<file path="src/rtl/fetch_pkg.sv">
// Shared types and constants for the instruction fetch unit.
// Holds the fetch FSM state type, the NOP word and the base RV32I opcodes.
package fetch_pkg;

   typedef enum logic [1:0] {
      FETCH = 2'd0,
      HOLD  = 2'd1,
      DRAIN = 2'd2
   } state_t;

   localparam logic [31:0] NOP    = 32'h0000_0013;

   localparam logic [6:0]  OP     = 7'b0110011;
   localparam logic [6:0]  LOAD   = 7'b0000011;
   localparam logic [6:0]  OP_IMM = 7'b0010011;
   localparam logic [6:0]  STORE  = 7'b0100011;
   localparam logic [6:0]  BRANCH = 7'b1100011;
   localparam logic [6:0]  JAL    = 7'b1101111;

   function automatic logic [31:0] word_align(input logic [31:0] addr);
      return addr & 32'hFFFF_FFFC;
   endfunction

endpackage

</file>
<file path="src/rtl/fetch_if.sv">
// Fetch unit bus: instruction-memory request/response, decode handoff and redirect.
// The master modport is the fetch unit side; slave is memory/decode/branch side.
interface fetch_if;
   logic        imem_req;
   logic [31:0] imem_addr;
   logic        imem_rvalid;
   logic [31:0] imem_rdata;
   logic        if_valid;
   logic        if_ready;
   logic [31:0] if_instr;
   logic [31:0] if_pc;
   logic [6:0]  if_opcode;
   logic        redirect_valid;
   logic [31:0] redirect_pc;

   modport master (
      output imem_req, imem_addr, if_valid, if_instr, if_pc, if_opcode,
      input  imem_rvalid, imem_rdata, if_ready, redirect_valid, redirect_pc
   );

   modport slave (
      input  imem_req, imem_addr, if_valid, if_instr, if_pc, if_opcode,
      output imem_rvalid, imem_rdata, if_ready, redirect_valid, redirect_pc
   );
endinterface

</file>
<file path="src/rtl/fetch_pc_gen.sv">
// Program counter register and next-pc selection.
// A redirect always wins over sequential advance; wraps modulo 2^32.
module fetch_pc_gen
   import fetch_pkg::*;
#(
   parameter logic [31:0] RESET_PC = 32'h0000_0000
) (
   input  logic        clk,
   input  logic        rst,
   input  logic        advance,
   input  logic        redirect,
   input  logic [31:0] redirect_pc,
   output logic [31:0] pc,
   output logic [31:0] next_pc
);

   always_comb begin
      next_pc = pc;
      if (redirect) begin
         next_pc = word_align(redirect_pc);
      end else if (advance) begin
         next_pc = pc + 32'd4;
      end
   end

   always_ff @(posedge clk or posedge rst) begin
      if (rst) begin
         pc <= word_align(RESET_PC);
      end else begin
         pc <= next_pc;
      end
   end

endmodule

</file>
<file path="src/rtl/fetch_unit.sv">
// Single-outstanding-request instruction fetch unit with redirect support.
// state | meaning
// FETCH | request at pc outstanding (req low only for the first cycle out of reset)
// HOLD  | fetched word presented to decode, no request outstanding
// DRAIN | stale request from before a redirect still in flight, response dropped
module fetch_unit
   import fetch_pkg::*;
#(
   parameter logic [31:0] RESET_PC = 32'h0000_0000
) (
   input  logic     clk,
   input  logic     rst,
   fetch_if.master  bus
);

   state_t      state;
   logic        req_q;
   logic [31:0] addr_q;
   logic        valid_q;
   logic [31:0] instr_q;
   logic [31:0] if_pc_q;
   logic        advance;
   logic [31:0] pc;
   logic [31:0] next_pc;

   assign advance = (state == FETCH) && req_q && bus.imem_rvalid && !bus.redirect_valid;

   fetch_pc_gen #(
      .RESET_PC (RESET_PC)
   ) u_pc_gen (
      .clk         (clk),
      .rst         (rst),
      .advance     (advance),
      .redirect    (bus.redirect_valid),
      .redirect_pc (bus.redirect_pc),
      .pc          (pc),
      .next_pc     (next_pc)
   );

   // addr_q is loaded from next_pc whenever a new request is launched, so a
   // redirect in the same cycle steers the launch directly to the target.
   always_ff @(posedge clk or posedge rst) begin
      if (rst) begin
         state   <= FETCH;
         req_q   <= 1'b0;
         addr_q  <= word_align(RESET_PC);
         valid_q <= 1'b0;
         instr_q <= 32'h0;
         if_pc_q <= 32'h0;
      end else begin
         case (state)
            FETCH: begin
               if (!req_q) begin
                  req_q  <= 1'b1;
                  addr_q <= next_pc;
               end else if (bus.imem_rvalid) begin
                  if (bus.redirect_valid) begin
                     addr_q <= next_pc;
                  end else begin
                     instr_q <= bus.imem_rdata;
                     if_pc_q <= pc;
                     valid_q <= 1'b1;
                     req_q   <= 1'b0;
                     state   <= HOLD;
                  end
               end else if (bus.redirect_valid) begin
                  state <= DRAIN;
               end
            end
            HOLD: begin
               if (bus.redirect_valid || bus.if_ready) begin
                  valid_q <= 1'b0;
                  req_q   <= 1'b1;
                  addr_q  <= next_pc;
                  state   <= FETCH;
               end
            end
            DRAIN: begin
               if (bus.imem_rvalid) begin
                  addr_q <= next_pc;
                  state  <= FETCH;
               end
            end
            default: begin
               state <= FETCH;
               req_q <= 1'b0;
            end
         endcase
      end
   end

   assign bus.imem_req  = req_q;
   assign bus.imem_addr = addr_q;
   assign bus.if_valid  = valid_q;
   assign bus.if_instr  = instr_q;
   assign bus.if_pc     = if_pc_q;
   assign bus.if_opcode = instr_q[6:0];

endmodule

</file>
<file path="src/flat_wrapper.sv">
// flat-port wrapper written by rule: the top's interface ports become plain ports
module fetch_unit_flat import fetch_pkg::*;
#(
   parameter logic [31:0] RESET_PC = 32'h0000_0000
)
  (clk, rst, bus_imem_req, bus_imem_addr, bus_if_valid, bus_if_instr, bus_if_pc, bus_if_opcode, bus_imem_rvalid, bus_imem_rdata, bus_if_ready, bus_redirect_valid, bus_redirect_pc);
  fetch_if bus_i ();
  input  logic clk;
  input  logic rst;
  output wire logic [$bits(bus_i.imem_req)-1:0] bus_imem_req;
  output wire logic [$bits(bus_i.imem_addr)-1:0] bus_imem_addr;
  output wire logic [$bits(bus_i.if_valid)-1:0] bus_if_valid;
  output wire logic [$bits(bus_i.if_instr)-1:0] bus_if_instr;
  output wire logic [$bits(bus_i.if_pc)-1:0] bus_if_pc;
  output wire logic [$bits(bus_i.if_opcode)-1:0] bus_if_opcode;
  input wire logic [$bits(bus_i.imem_rvalid)-1:0] bus_imem_rvalid;
  input wire logic [$bits(bus_i.imem_rdata)-1:0] bus_imem_rdata;
  input wire logic [$bits(bus_i.if_ready)-1:0] bus_if_ready;
  input wire logic [$bits(bus_i.redirect_valid)-1:0] bus_redirect_valid;
  input wire logic [$bits(bus_i.redirect_pc)-1:0] bus_redirect_pc;
  assign bus_imem_req = bus_i.imem_req;
  assign bus_imem_addr = bus_i.imem_addr;
  assign bus_if_valid = bus_i.if_valid;
  assign bus_if_instr = bus_i.if_instr;
  assign bus_if_pc = bus_i.if_pc;
  assign bus_if_opcode = bus_i.if_opcode;
  assign bus_i.imem_rvalid = bus_imem_rvalid;
  assign bus_i.imem_rdata = bus_imem_rdata;
  assign bus_i.if_ready = bus_if_ready;
  assign bus_i.redirect_valid = bus_redirect_valid;
  assign bus_i.redirect_pc = bus_redirect_pc;
  fetch_unit #(.RESET_PC(RESET_PC)) u_core (.clk(clk), .rst(rst), .bus(bus_i));
endmodule
</file>
<file path="config.mk">
export PLATFORM = sky130hd
export DESIGN_NAME = fetch_unit_flat
export DESIGN_NICKNAME = d
export VERILOG_FILES = /design/src/rtl/fetch_pkg.sv /design/src/rtl/fetch_if.sv /design/src/rtl/fetch_pc_gen.sv /design/src/rtl/fetch_unit.sv /design/src/flat_wrapper.sv
export SDC_FILE = /design/constraint.sdc
export NUM_CORES = 1
export LEC_CHECK = 0
export CAP_MARGIN = 40
export CORE_UTILIZATION = 40
export DETAILED_ROUTE_END_ITERATION = 10
export PLACE_DENSITY_LB_ADDON = 0.12
export SETUP_SLACK_MARGIN = 0.05
export SLEW_MARGIN = 20
export SYNTH_ARGS = -nofsm -noshare
export SYNTH_HDL_FRONTEND = slang
export SYNTH_SLANG_ARGS = --single-unit
</file>
<file path="constraint.sdc">
create_clock -name clk -period 5.8 [get_ports clk]
set_clock_uncertainty 0.15 [all_clocks]
set_input_delay 1.16 -clock clk [delete_from_list [all_inputs] [get_ports clk]]
set_output_delay 1.16 -clock clk [all_outputs]
set_load 0.02 [all_outputs]
</file>
==> results of run 1 <==
## power groups by stage
stage | Sequential, µW | Combinational [µW] | Clock (µW)
final | 1380 | 1440 | 1020
after global routing | 1430 | 1530 | 1090
after floorplan | 1700 | 437 | 0
after global placement | 1390 | 1440 | 0
after detailed placement | 1400 | 1460 | 0
after CTS | 1390 | 1460 | 1050
## worst max path at each step
stage | from | end | slack, ns | cells past startpoint
floorplan | rst | u_core.bus.if_instr[0] | 0.96 | 1
global placement | bus_imem_rvalid | u_core.bus.imem_addr[24] | 2.02 | 6
detailed placement | bus_imem_rvalid | u_core.bus.imem_addr[24] | 2.00 | 6
CTS | bus_imem_rvalid | u_core.bus.imem_addr[24] | 2.45 | 6
global route | bus_imem_rvalid | u_core.bus.imem_addr[24] | 2.27 | 6
finish | bus_imem_rvalid | u_core.bus.imem_addr[24] | 2.44 | 6
## flip-flops by register name (all words and copies together) (netlist names)
signal,flops
u_core.bus.if_instr,32
u_core.bus.if_pc,32
u_core.bus.imem_addr,32
u_core.u_pc_gen.pc,32
u_core.state,2
u_core.bus.if_valid,1
u_core.bus.imem_req,1
## per-layer routing
layer  up-vias  track usage  part of all wire
met2       126       0.3129              0.47
met3        20      0.06599             0.075
met5         -            0                 0
met4         0      0.08308             0.017
met1      2025       0.2427              0.44
li1       1939            -                 -
## cells by family (layout without fill, tap and decap cells)
logic type | count (synthesis) | count (layout) | synth area share
AOI/OAI and AO/OA | 36 | 36 | 0.04827
and+or+nand+nor | 112 | 112 | 0.1143
muxes | 97 | 97 | 0.1883
DFF | 132 | 132 | 0.5714
adders and majority gates | 1 | 1 | 0.002164
buffers and inverters | 38 | 215 | 0.03312
xor gates and xnor gates | 28 | 28 | 0.04242
## layout by cell type, fill, tap and decap left out, types with 2 or more instances in the layout
cell type | synthesis | layout
sky130_fd_sc_hd__and4_1 | 2 | 2
sky130_fd_sc_hd__nor2_1 | 11 | 10
sky130_fd_sc_hd__o211ai_1 | 2 | 2
sky130_fd_sc_hd__mux2i_1 | 3 | 3
sky130_fd_sc_hd__nand2_1 | 18 | 18
sky130_fd_sc_hd__xnor2_1 | 18 | 18
sky130_fd_sc_hd__mux2_2 | 93 | 93
sky130_fd_sc_hd__nand4_1 | 10 | 10
sky130_fd_sc_hd__clkbuf_1 | 16 | 3
sky130_fd_sc_hd__or3_1 | 3 | 3
sky130_fd_sc_hd__xor2_1 | 10 | 10
sky130_fd_sc_hd__o21ai_0 | 10 | 10
sky130_fd_sc_hd__clkdlybuf4s50_1 | 0 | 170
sky130_fd_sc_hd__a21oi_1 | 3 | 3
sky130_fd_sc_hd__and3_1 | 22 | 22
sky130_fd_sc_hd__buf_4 | 7 | 4
sky130_fd_sc_hd__nor4_1 | 5 | 5
sky130_fd_sc_hd__nor2b_1 | 4 | 4
sky130_fd_sc_hd__inv_1 | 7 | 6
sky130_fd_sc_hd__nand3_1 | 15 | 15
sky130_fd_sc_hd__clkinv_2 | 0 | 3
sky130_fd_sc_hd__nor3_1 | 10 | 10
sky130_fd_sc_hd__a221o_1 | 17 | 17
sky130_fd_sc_hd__a31oi_1 | 2 | 2
sky130_fd_sc_hd__clkbuf_16 | 0 | 17
sky130_fd_sc_hd__clkbuf_8 | 0 | 6
sky130_fd_sc_hd__dfrtp_1 | 132 | 132
## worst max-delay path: stages
cell	delay, ns
sky130_fd_sc_hd__clkdlybuf4s50_1	0.61
sky130_fd_sc_hd__nand4bb_4	0.24
sky130_fd_sc_hd__nor3_1	0.76
sky130_fd_sc_hd__nand4_1	0.21
sky130_fd_sc_hd__xnor2_1	0.20
sky130_fd_sc_hd__a221o_1	0.32
## through the flow
step / area, µm² / worst slack, ns
after floorplan: 5781 / 0.9640
after global placement: 7610 / 2.021
after detailed placement: 7649 / 1.999
after CTS: 8213 / 2.448
after global routing: 8213 / 2.273
final: 8213 / 2.442
## final cells by class
class	count	share of cell area
sequential	132	0.4022
inverter	7	0.003809
timing repair buffer	178	0.2186
clock inverter	4	0.005484
tap	180	0.02742
clock buffer	26	0.06322
multi-input combinational	274	0.2793
==> results.json, run 1 <==
{
  "status": "complete, no violations",
  "start_util": 0.4132,
  "whs_ns": 0.3523,
  "p_total_uw": 3848,
  "synthCells": 444,
  "post_route_cells_drive_above_1_share": 0.2174,
  "cts.sink_count": 132,
  "maxSlewHeadroom": 0.4300,
  "vias": 4110,
  "rows": 43,
  "syn_nets": 514,
  "synth.top_cells.by_count": "sky130_fd_sc_hd__dfrtp_1 (132), sky130_fd_sc_hd__mux2_2 (93), sky130_fd_sc_hd__and3_1 (22)",
  "fin_nets": 680,
  "post_cts.repair.setup_buffers": 0,
  "die_area_mm2": 0.01494,
  "num_antenna_cells": 0,
  "die_h_um": 122.2,
  "detail_route.first_pass.iterations": 6,
  "floorplan.die.width_um": 122.2,
  "synth_edf_count": 0,
  "cap_viol_max_count": 0,
  "finished_core_util": 0.5871,
  "worstMarginPinSlew_ns": 0.8484,
  "cp_data_required_time_ns": 5.95,
  "timing.final.hold_violations": 0,
  "grt_usage": 0.1962,
  "avgSynthCellArea_um2": 13.02,
  "power.sequential.fraction": 0.360,
  "setup.worst_path.end_class": "register",
  "route.final.wire_length_mm": 13.46,
  "synth_most_common_cell": "sky130_fd_sc_hd__dfrtp_1",
  "final.setup.tns_ns": 0,
  "routed_via_density": 5.131,
  "total_switching_power_uw": 1222,
  "r2r-start": "u_core.state[1]",
  "cts-resized-gates": 0,
  "slew_viol_final": 0,
  "synth-warning-count": 0,
  "clk_transition_reported_paths_ns": 0.06,
  "detail_route.drc_violations": 0,
  "setup_viol": 0,
  "port_buffers": 171,
  "setup.worst_path.class": "input pin to register",
  "ys_dominant_reg_cell": "sky130_fd_sc_hd__dfrtp_1",
  "layout_min_cycle_time_ns": 3.358,
  "core_region_area_mm2": 0.01399,
  "vdd_drop_max_v": 0.0003157,
  "postCtsHoldBufs": 0,
  "overflow": 0,
  "synth_sequential_area_ratio": 0.5714,
  "grt_antenna_before_repair": 0,
  "timing.critical_path.fanout_max": 11,
  "detail_route.iter0.violations": 163,
  "number_of_instances_on_the_worst_hold_path": 1,
  "ys_seq_elements": 132,
  "clk_path_buf_depth": 2,
  "power_per_cell_area_mw_per_mm2": 468.5,
  "ff2ff_path_depth": 5,
  "clock_power_share": 0.266,
  "worst_skew_pair.late_latency_ns": 0.42,
  "vias_in_the_first_global_route": 4420,
  "worstPathArrival_ns": 3.51,
  "cts.htree.levels": 4,
  "swShare": 0.3176,
  "synth_top_cells_by_area": "sky130_fd_sc_hd__dfrtp_1 (57%), sky130_fd_sc_hd__mux2_2 (18%), sky130_fd_sc_hd__a221o_1 (2.9%), sky130_fd_sc_hd__xnor2_1 (2.7%), sky130_fd_sc_hd__and3_1 (2.4%)",
  "tritoncts_clock_tree": "done",
  "worstHoldEndpoint": "u_core.bus.if_instr[24]",
  "final_min_period_over_clock_period": 0.5790,
  "hold_path.startpoint": "u_core.bus.if_instr[24]",
  "antenna_left": 0,
  "synth_top_cell_area_share": 0.5714,
  "tritoncts.num_buffers": 17,
  "mappedNetlistArea_mm2": 0.005781,
  "r2r_slack_ns": 3.20,
  "area_growth_syn_to_layout_pct": 42.08,
  "ff_latch_area_mm2": 0.003303,
  "internal-power_uw": 2626,
  "total_leakage_power_uw": 0.003420,
  "achievable-frequency_mhz": 297.8,
  "finish.cell_count_without_fillers": 801,
  "yosysTopAreaCell": "sky130_fd_sc_hd__dfrtp_1",
  "area_of_combinational_cells_with_multiple_inputs_mm2": 0.002293,
  "hpwlAfterDp_mm": 9.361,
  "cts_root_buf": "sky130_fd_sc_hd__clkbuf_16",
  "grt_pass1_wl_mm": 22.13,
  "grt_max_degree": 64,
  "power.combinational.fraction": 0.375,
  "ios": 174,
  "asyncSetResetFlopFracSynth": 1.000,
  "wl_per_cell_um": 16.81,
  "final.fill_count": 1162,
  "hold_class": "register to register",
  "yosysUniqueCellTypes": 41,
  "crit-reg2reg-capture": "u_core.bus.imem_addr[24]",
  "startpoint_type": "input pin",
  "numPlacedInstances": 771,
  "rsz_0062_raised_after_global_routing": "no",
  "place.gp.congestion": 0.7275
}
No activity file was read; power rests on OpenSTA's default activity.
==> run 2: changes to the inputs <==
Clock period 5.8 ns to 2.8 ns, I/O delays scaled along.
==> run 2 against run 1 <==
Compared with the run above:
- utilization increased by 0.75 points
- first-iteration DRC count grew 45%
- clock power increased by 110%
- combinational power increased by 110%
- critical path type is now register to register
- critical endpoint is now u_core.bus.imem_addr[31]
- highest routed layer unchanged
==> results.json, run 2 (synthesis results as in run 1) <==
{
  "fin_nets": 691,
  "overflow": 0,
  "rsz_0062_raised_after_global_routing": "no",
  "internal-power_uw": 5454,
  "worstPathArrival_ns": 2.66,
  "layout.cells.most_common_list": "sky130_fd_sc_hd__clkdlybuf4s50_1 (170), sky130_fd_sc_hd__dfrtp_1 (132), sky130_fd_sc_hd__mux2_2 (93)",
  "detail_route.first_pass.iterations": 4,
  "tritoncts_clock_tree": "done",
  "critical_path_launch_point": "u_core.state[0]",
  "grt_antenna_before_repair": 0,
  "cp_data_required_time_ns": 2.95,
  "achievable-frequency_mhz": 398.5,
  "wl_per_cell_um": 16.78,
  "final_min_period_over_clock_period": 0.8961,
  "route.final.wire_length_mm": 13.66,
  "swShare": 0.3227,
  "grt_usage": 0.1963,
  "total_leakage_power_uw": 0.003462,
  "status": "complete, no violations",
  "grt_max_degree": 75,
  "postCtsHoldBufs": 0,
  "detail_route.drc_violations": 0,
  "layout_min_cycle_time_ns": 2.509,
  "place.gp.congestion": 0.7646,
  "startpoint_type": "register",
  "cap_viol_max_count": 0,
  "detail_route.iter0.violations": 236,
  "num_antenna_cells": 0,
  "grt_pass1_wl_mm": 21.98,
  "post_route_cells_drive_above_1_share": 0.2382,
  "timing.critical_path.fanout_max": 7,
  "rows": 43,
  "clk_path_buf_depth": 2,
  "hold_class": "register to register",
  "hpwlAfterDp_mm": 9.743,
  "total_switching_power_uw": 2598,
  "r2r-start": "u_core.state[0]",
  "cts_root_buf": "sky130_fd_sc_hd__clkbuf_16",
  "area_growth_syn_to_layout_pct": 43.90,
  "cts-resized-gates": 0,
  "ios": 174,
  "clock_power_share": 0.269,
  "core_region_area_mm2": 0.01399,
  "hold_path.startpoint": "u_core.u_pc_gen.pc[1]",
  "setup_viol": 0,
  "setup.worst_path.class": "register to register",
  "power_per_cell_area_mw_per_mm2": 968.1,
  "final.fill_count": 1153,
  "routed_via_density": 5.158,
  "timing.final.hold_violations": 0,
  "dpl-instance-area_mm2": 0.007731,
  "vias": 4199,
  "vdd_drop_max_v": 0.0005199,
  "clk_transition_reported_paths_ns": 0.06,
  "whs_ns": 0.3485,
  "layout.cells.most_common": "sky130_fd_sc_hd__clkdlybuf4s50_1",
  "worst_skew_pair.late_latency_ns": 0.41,
  "design_area_mm2": 0.008318,
  "post_cts.repair.setup_buffers": 0,
  "final.setup.tns_ns": 0,
  "slew_viol_final": 0,
  "floorplan.die.width_um": 122.2,
  "start_util": 0.4132,
  "power.sequential.fraction": 0.357,
  "antenna_left": 0,
  "worstMarginPinSlew_ns": 0.4985,
  "maxSlewHeadroom": 0.6665,
  "setup.worst_path.end_class": "register",
  "power.combinational.fraction": 0.374,
  "die_h_um": 122.2,
  "tritoncts.num_buffers": 17,
  "cts.sink_count": 132,
  "vias_in_the_first_global_route": 4361,
  "cts.htree.levels": 4,
  "port_buffers": 171,
  "die_area_mm2": 0.01494,
  "ff_latch_area_mm2": 0.003303,
  "area_of_combinational_cells_with_multiple_inputs_mm2": 0.002293
}
==> run 2: path summary, 6_finish.rpt <==
kind                            depth (start not counted)  slack (ns)                  endpoint
worst max-delay path                                    5        0.29  u_core.bus.imem_addr[31]
worst min-delay path                                    1        0.35       u_core.bus.if_pc[1]
worst max register to register                          5        0.29  u_core.bus.imem_addr[31]
worst min register to register                          1        0.35       u_core.bus.if_pc[1]
max in group asynchronous                               3        1.68    u_core.u_pc_gen.pc[12]
min in group asynchronous                               3        0.45    u_core.u_pc_gen.pc[28]
==> run 2: worst max-delay path, stage by stage, from the launching register on <==
cell and delay [ns]:
sky130_fd_sc_hd__dfrtp_1 0.48, sky130_fd_sc_hd__nand4b_1 0.34, sky130_fd_sc_hd__or3_1 0.51, sky130_fd_sc_hd__nor4b_1 0.44, sky130_fd_sc_hd__xor2_1 0.15, sky130_fd_sc_hd__a221o_1 0.33
==> run 2: power by group through the flow <==
| stage | combinational, µW | sequential, µW | clock, µW |
|---|---|---|---|
| 2_1_floorplan | 906 | 3530 | 0 |
| 3_3_place_gp | 3000 | 2880 | 0 |
| 4_1_cts | 3060 | 2880 | 2230 |
| 5_1_grt | 3210 | 2960 | 2310 |
| 3_5_place_dp | 3040 | 2910 | 0 |
| 6_report | 3010 | 2870 | 2170 |
==> run 2: final cells by class <==
type	count	area share
Tap cell	180	0.02708
Clock buffer	19	0.05445
Timing Repair Buffer	189	0.2259
Inverter	7	0.003610
Sequential cell	132	0.3971
Clock inverter	13	0.01610
Multi-Input combinational cell	274	0.2757
==> run 2: metal layers <==
layer  share of wire  GRT usage  up-vias  wire (µm)
met1            0.42     0.2346     2082       5698
met3           0.072    0.06273       17        983
met2            0.50     0.3230      136       6775
met4           0.015    0.08765        0        204
met5               0          0        -          0
li1                -          -     1964          -
==> run 2: through the flow <==
| stage | utilization | instances | setup WS, ns | total power, µW |
|---|---|---|---|---|
| after floorplan | - | 444 | 0.3696 | 4435 |
| after global routing | 0.5946 | 814 | 0.2163 | 8480 |
| after global placement | 0.5527 | 782 | -0.05681 | 5880 |
| final | 0.5946 | 814 | 0.2909 | 8053 |
| after detailed placement | 0.5527 | 782 | -0.1118 | 5955 |
| after CTS | 0.5946 | 814 | 0.2970 | 8165 |
==> run 3: changes to the inputs <==
Settings changed: PLACE_DENSITY_LB_ADDON 0.12 to 0.1.
Clock period 2.8 ns to 3.1 ns, I/O delays scaled along.
==> run 3 against run 2 <==
Compared with the run above:
- final cell count down 0.61%
- clock-buffer cell count is 5 higher
- critical path depth increased by 1
- routed wire length up 1.6%
- sequential share of layout area increased by 0.096 points
==> results.json, run 3 (synthesis results as in run 1) <==
{
  "grt_pass1_wl_mm": 22.92,
  "setup_ws_ns": 0.5497,
  "critical_path.cell_chain": "clkdlybuf4s50_1 -> nand4bb_4 -> or3_1 -> or3_1 -> xnor2_1 -> a221o_1",
  "final_min_period_over_clock_period": 0.8227,
  "layout.cells.most_common_list": "sky130_fd_sc_hd__clkdlybuf4s50_1 (170), sky130_fd_sc_hd__dfrtp_1 (132), sky130_fd_sc_hd__mux2_2 (93)",
  "layout.cells.most_common": "sky130_fd_sc_hd__clkdlybuf4s50_1",
  "total_leakage_power_uw": 0.003466,
  "die_h_um": 122.2,
  "cts.sink_count": 132,
  "tritoncts.num_buffers": 17,
  "die_area_mm2": 0.01494,
  "final.setup.tns_ns": 0,
  "area_growth_syn_to_layout_pct": 43.55,
  "power_per_cell_area_mw_per_mm2": 880.5,
  "timing.final.hold_violations": 0,
  "final.fill_count": 1150,
  "maxSlewHeadroom": 0.5412,
  "rows": 43,
  "r2r-start": "u_core.state[0]",
  "layout_min_cycle_time_ns": 2.550,
  "cap_viol_max_count": 0,
  "routed_via_density": 5.115,
  "start_util": 0.4132,
  "hold_class": "input pin to asynchronous set/reset pin",
  "setup.worst_path.end_class": "register",
  "critical_path_launch_point": "bus_imem_rvalid",
  "startpoint_type": "input pin",
  "vias": 4138,
  "wl_per_cell_um": 17.16,
  "num_antenna_cells": 0,
  "overflow": 0,
  "worst_skew_pair.late_latency_ns": 0.41,
  "antenna_left": 0,
  "cp_slowest_stage_delay_ns": 0.52,
  "post_route_cells_drive_above_1_share": 0.2258,
  "floorplan.die.width_um": 122.2,
  "path_delay_family": "simple AND/OR/NAND/NOR gates",
  "vdd_drop_max_v": 0.0005210,
  "cts.htree.levels": 4,
  "worstMarginPinSlew_ns": 0.6856,
  "grt_max_degree": 89,
  "detail_route.first_pass.iterations": 4,
  "detail_route.drc_violations": 0,
  "place.gp.congestion": 0.7512,
  "grt_usage": 0.2021,
  "pre_cts_slack_ns": 0.1274,
  "port_buffers": 171,
  "clk_path_buf_depth": 2,
  "cts-resized-gates": 0,
  "vias_in_the_first_global_route": 4490,
  "status": "complete, no violations",
  "worst_path_most_repeated_cell": "sky130_fd_sc_hd__or3_1",
  "area_of_combinational_cells_with_multiple_inputs_mm2": 0.002293,
  "worstPathArrival_ns": 2.69,
  "route.final.wire_length_mm": 13.88,
  "rsz_0062_raised_after_global_routing": "no",
  "achievable-frequency_mhz": 392.1,
  "tritoncts_clock_tree": "done",
  "core_region_area_mm2": 0.01399,
  "crit_path_buffers_inverters": 1,
  "postCtsHoldBufs": 0,
  "hpwlAfterDp_mm": 9.687,
  "slew_viol_final": 0,
  "clk_transition_reported_paths_ns": 0.06,
  "critical_path.slowest_cell": "sky130_fd_sc_hd__clkdlybuf4s50_1",
  "post_cts.repair.setup_buffers": 0,
  "grt_antenna_before_repair": 0,
  "cts_root_buf": "sky130_fd_sc_hd__clkbuf_16",
  "ios": 174,
  "fin_nets": 689,
  "ff_latch_area_mm2": 0.003303,
  "cp_data_required_time_ns": 3.24,
  "timing.critical_path.fanout_max": 6,
  "setup_viol": 0,
  "setup.worst_path.class": "input pin to register",
  "detail_route.iter0.violations": 167,
  "r2r_slack_ns": 0.63
}
-- run 3: changes by cell type in the layout (fill, tap and decap cells not counted), sizes merged --
cell,delta
buf,-2
clkinvlp,-6
bufinv,+1
clkbuf,+5
clkinv,-3
-- run 3: per-layer routing --
layer  vias to the layer above  wire length [µm]  track usage
met2                       127              7107       0.3430
li1                       1940                 -            -
met3                        13               948      0.06831
met5                         -                 0            0
met1                      2058              5662       0.2413
met4                         0               160      0.06174
-- run 3: path summary, 6_finish.rpt --
check,to,cells past startpoint
worst min register to register,u_core.bus.imem_addr[2],1
min in group clk,u_core.bus.imem_addr[2],1
max in group asynchronous,u_core.bus.if_pc[8],3
worst max-delay path,u_core.bus.imem_addr[25],6
worst min-delay path,u_core.bus.if_instr[3],2
worst max register to register,u_core.bus.imem_addr[25],5
-- run 3: layout make-up --
class,instances,area share
Multi-Input combinational cell,274,0.2764
Timing Repair Buffer,187,0.2247
Inverter,7,0.003619
Sequential cell,132,0.3981
Clock inverter,5,0.01206
Clock buffer,24,0.05805
Tap cell,180,0.02714
-- run 3: report_power, final --
| part | switching [µW] | leakage [µW] | internal (µW) |
|---|---|---|---|
| combinational | 1270 | 0.00159 | 1450 |
| sequential | 338 | 0.00159 | 2260 |
| clock | 684 | 0.000286 | 1310 |
-- run 3: stage by stage --
| step | hold slack [ns] | total power [µW] | instances | cell area [µm²] | utilization |
|---|---|---|---|---|---|
| 2_1_floorplan | 0.3212 | 4006 | 444 | 5784 | - |
| 3_5_place_dp | 0.3445 | 5373 | 780 | 7716 | 0.5516 |
| 4_1_cts | 0.3212 | 7404 | 809 | 8298 | 0.5932 |
| 3_3_place_gp | 0.3324 | 5308 | 780 | 7716 | 0.5516 |
| 5_1_grt | 0.3507 | 7673 | 809 | 8298 | 0.5932 |
| 6_report | 0.3315 | 7306 | 809 | 8298 | 0.5932 |
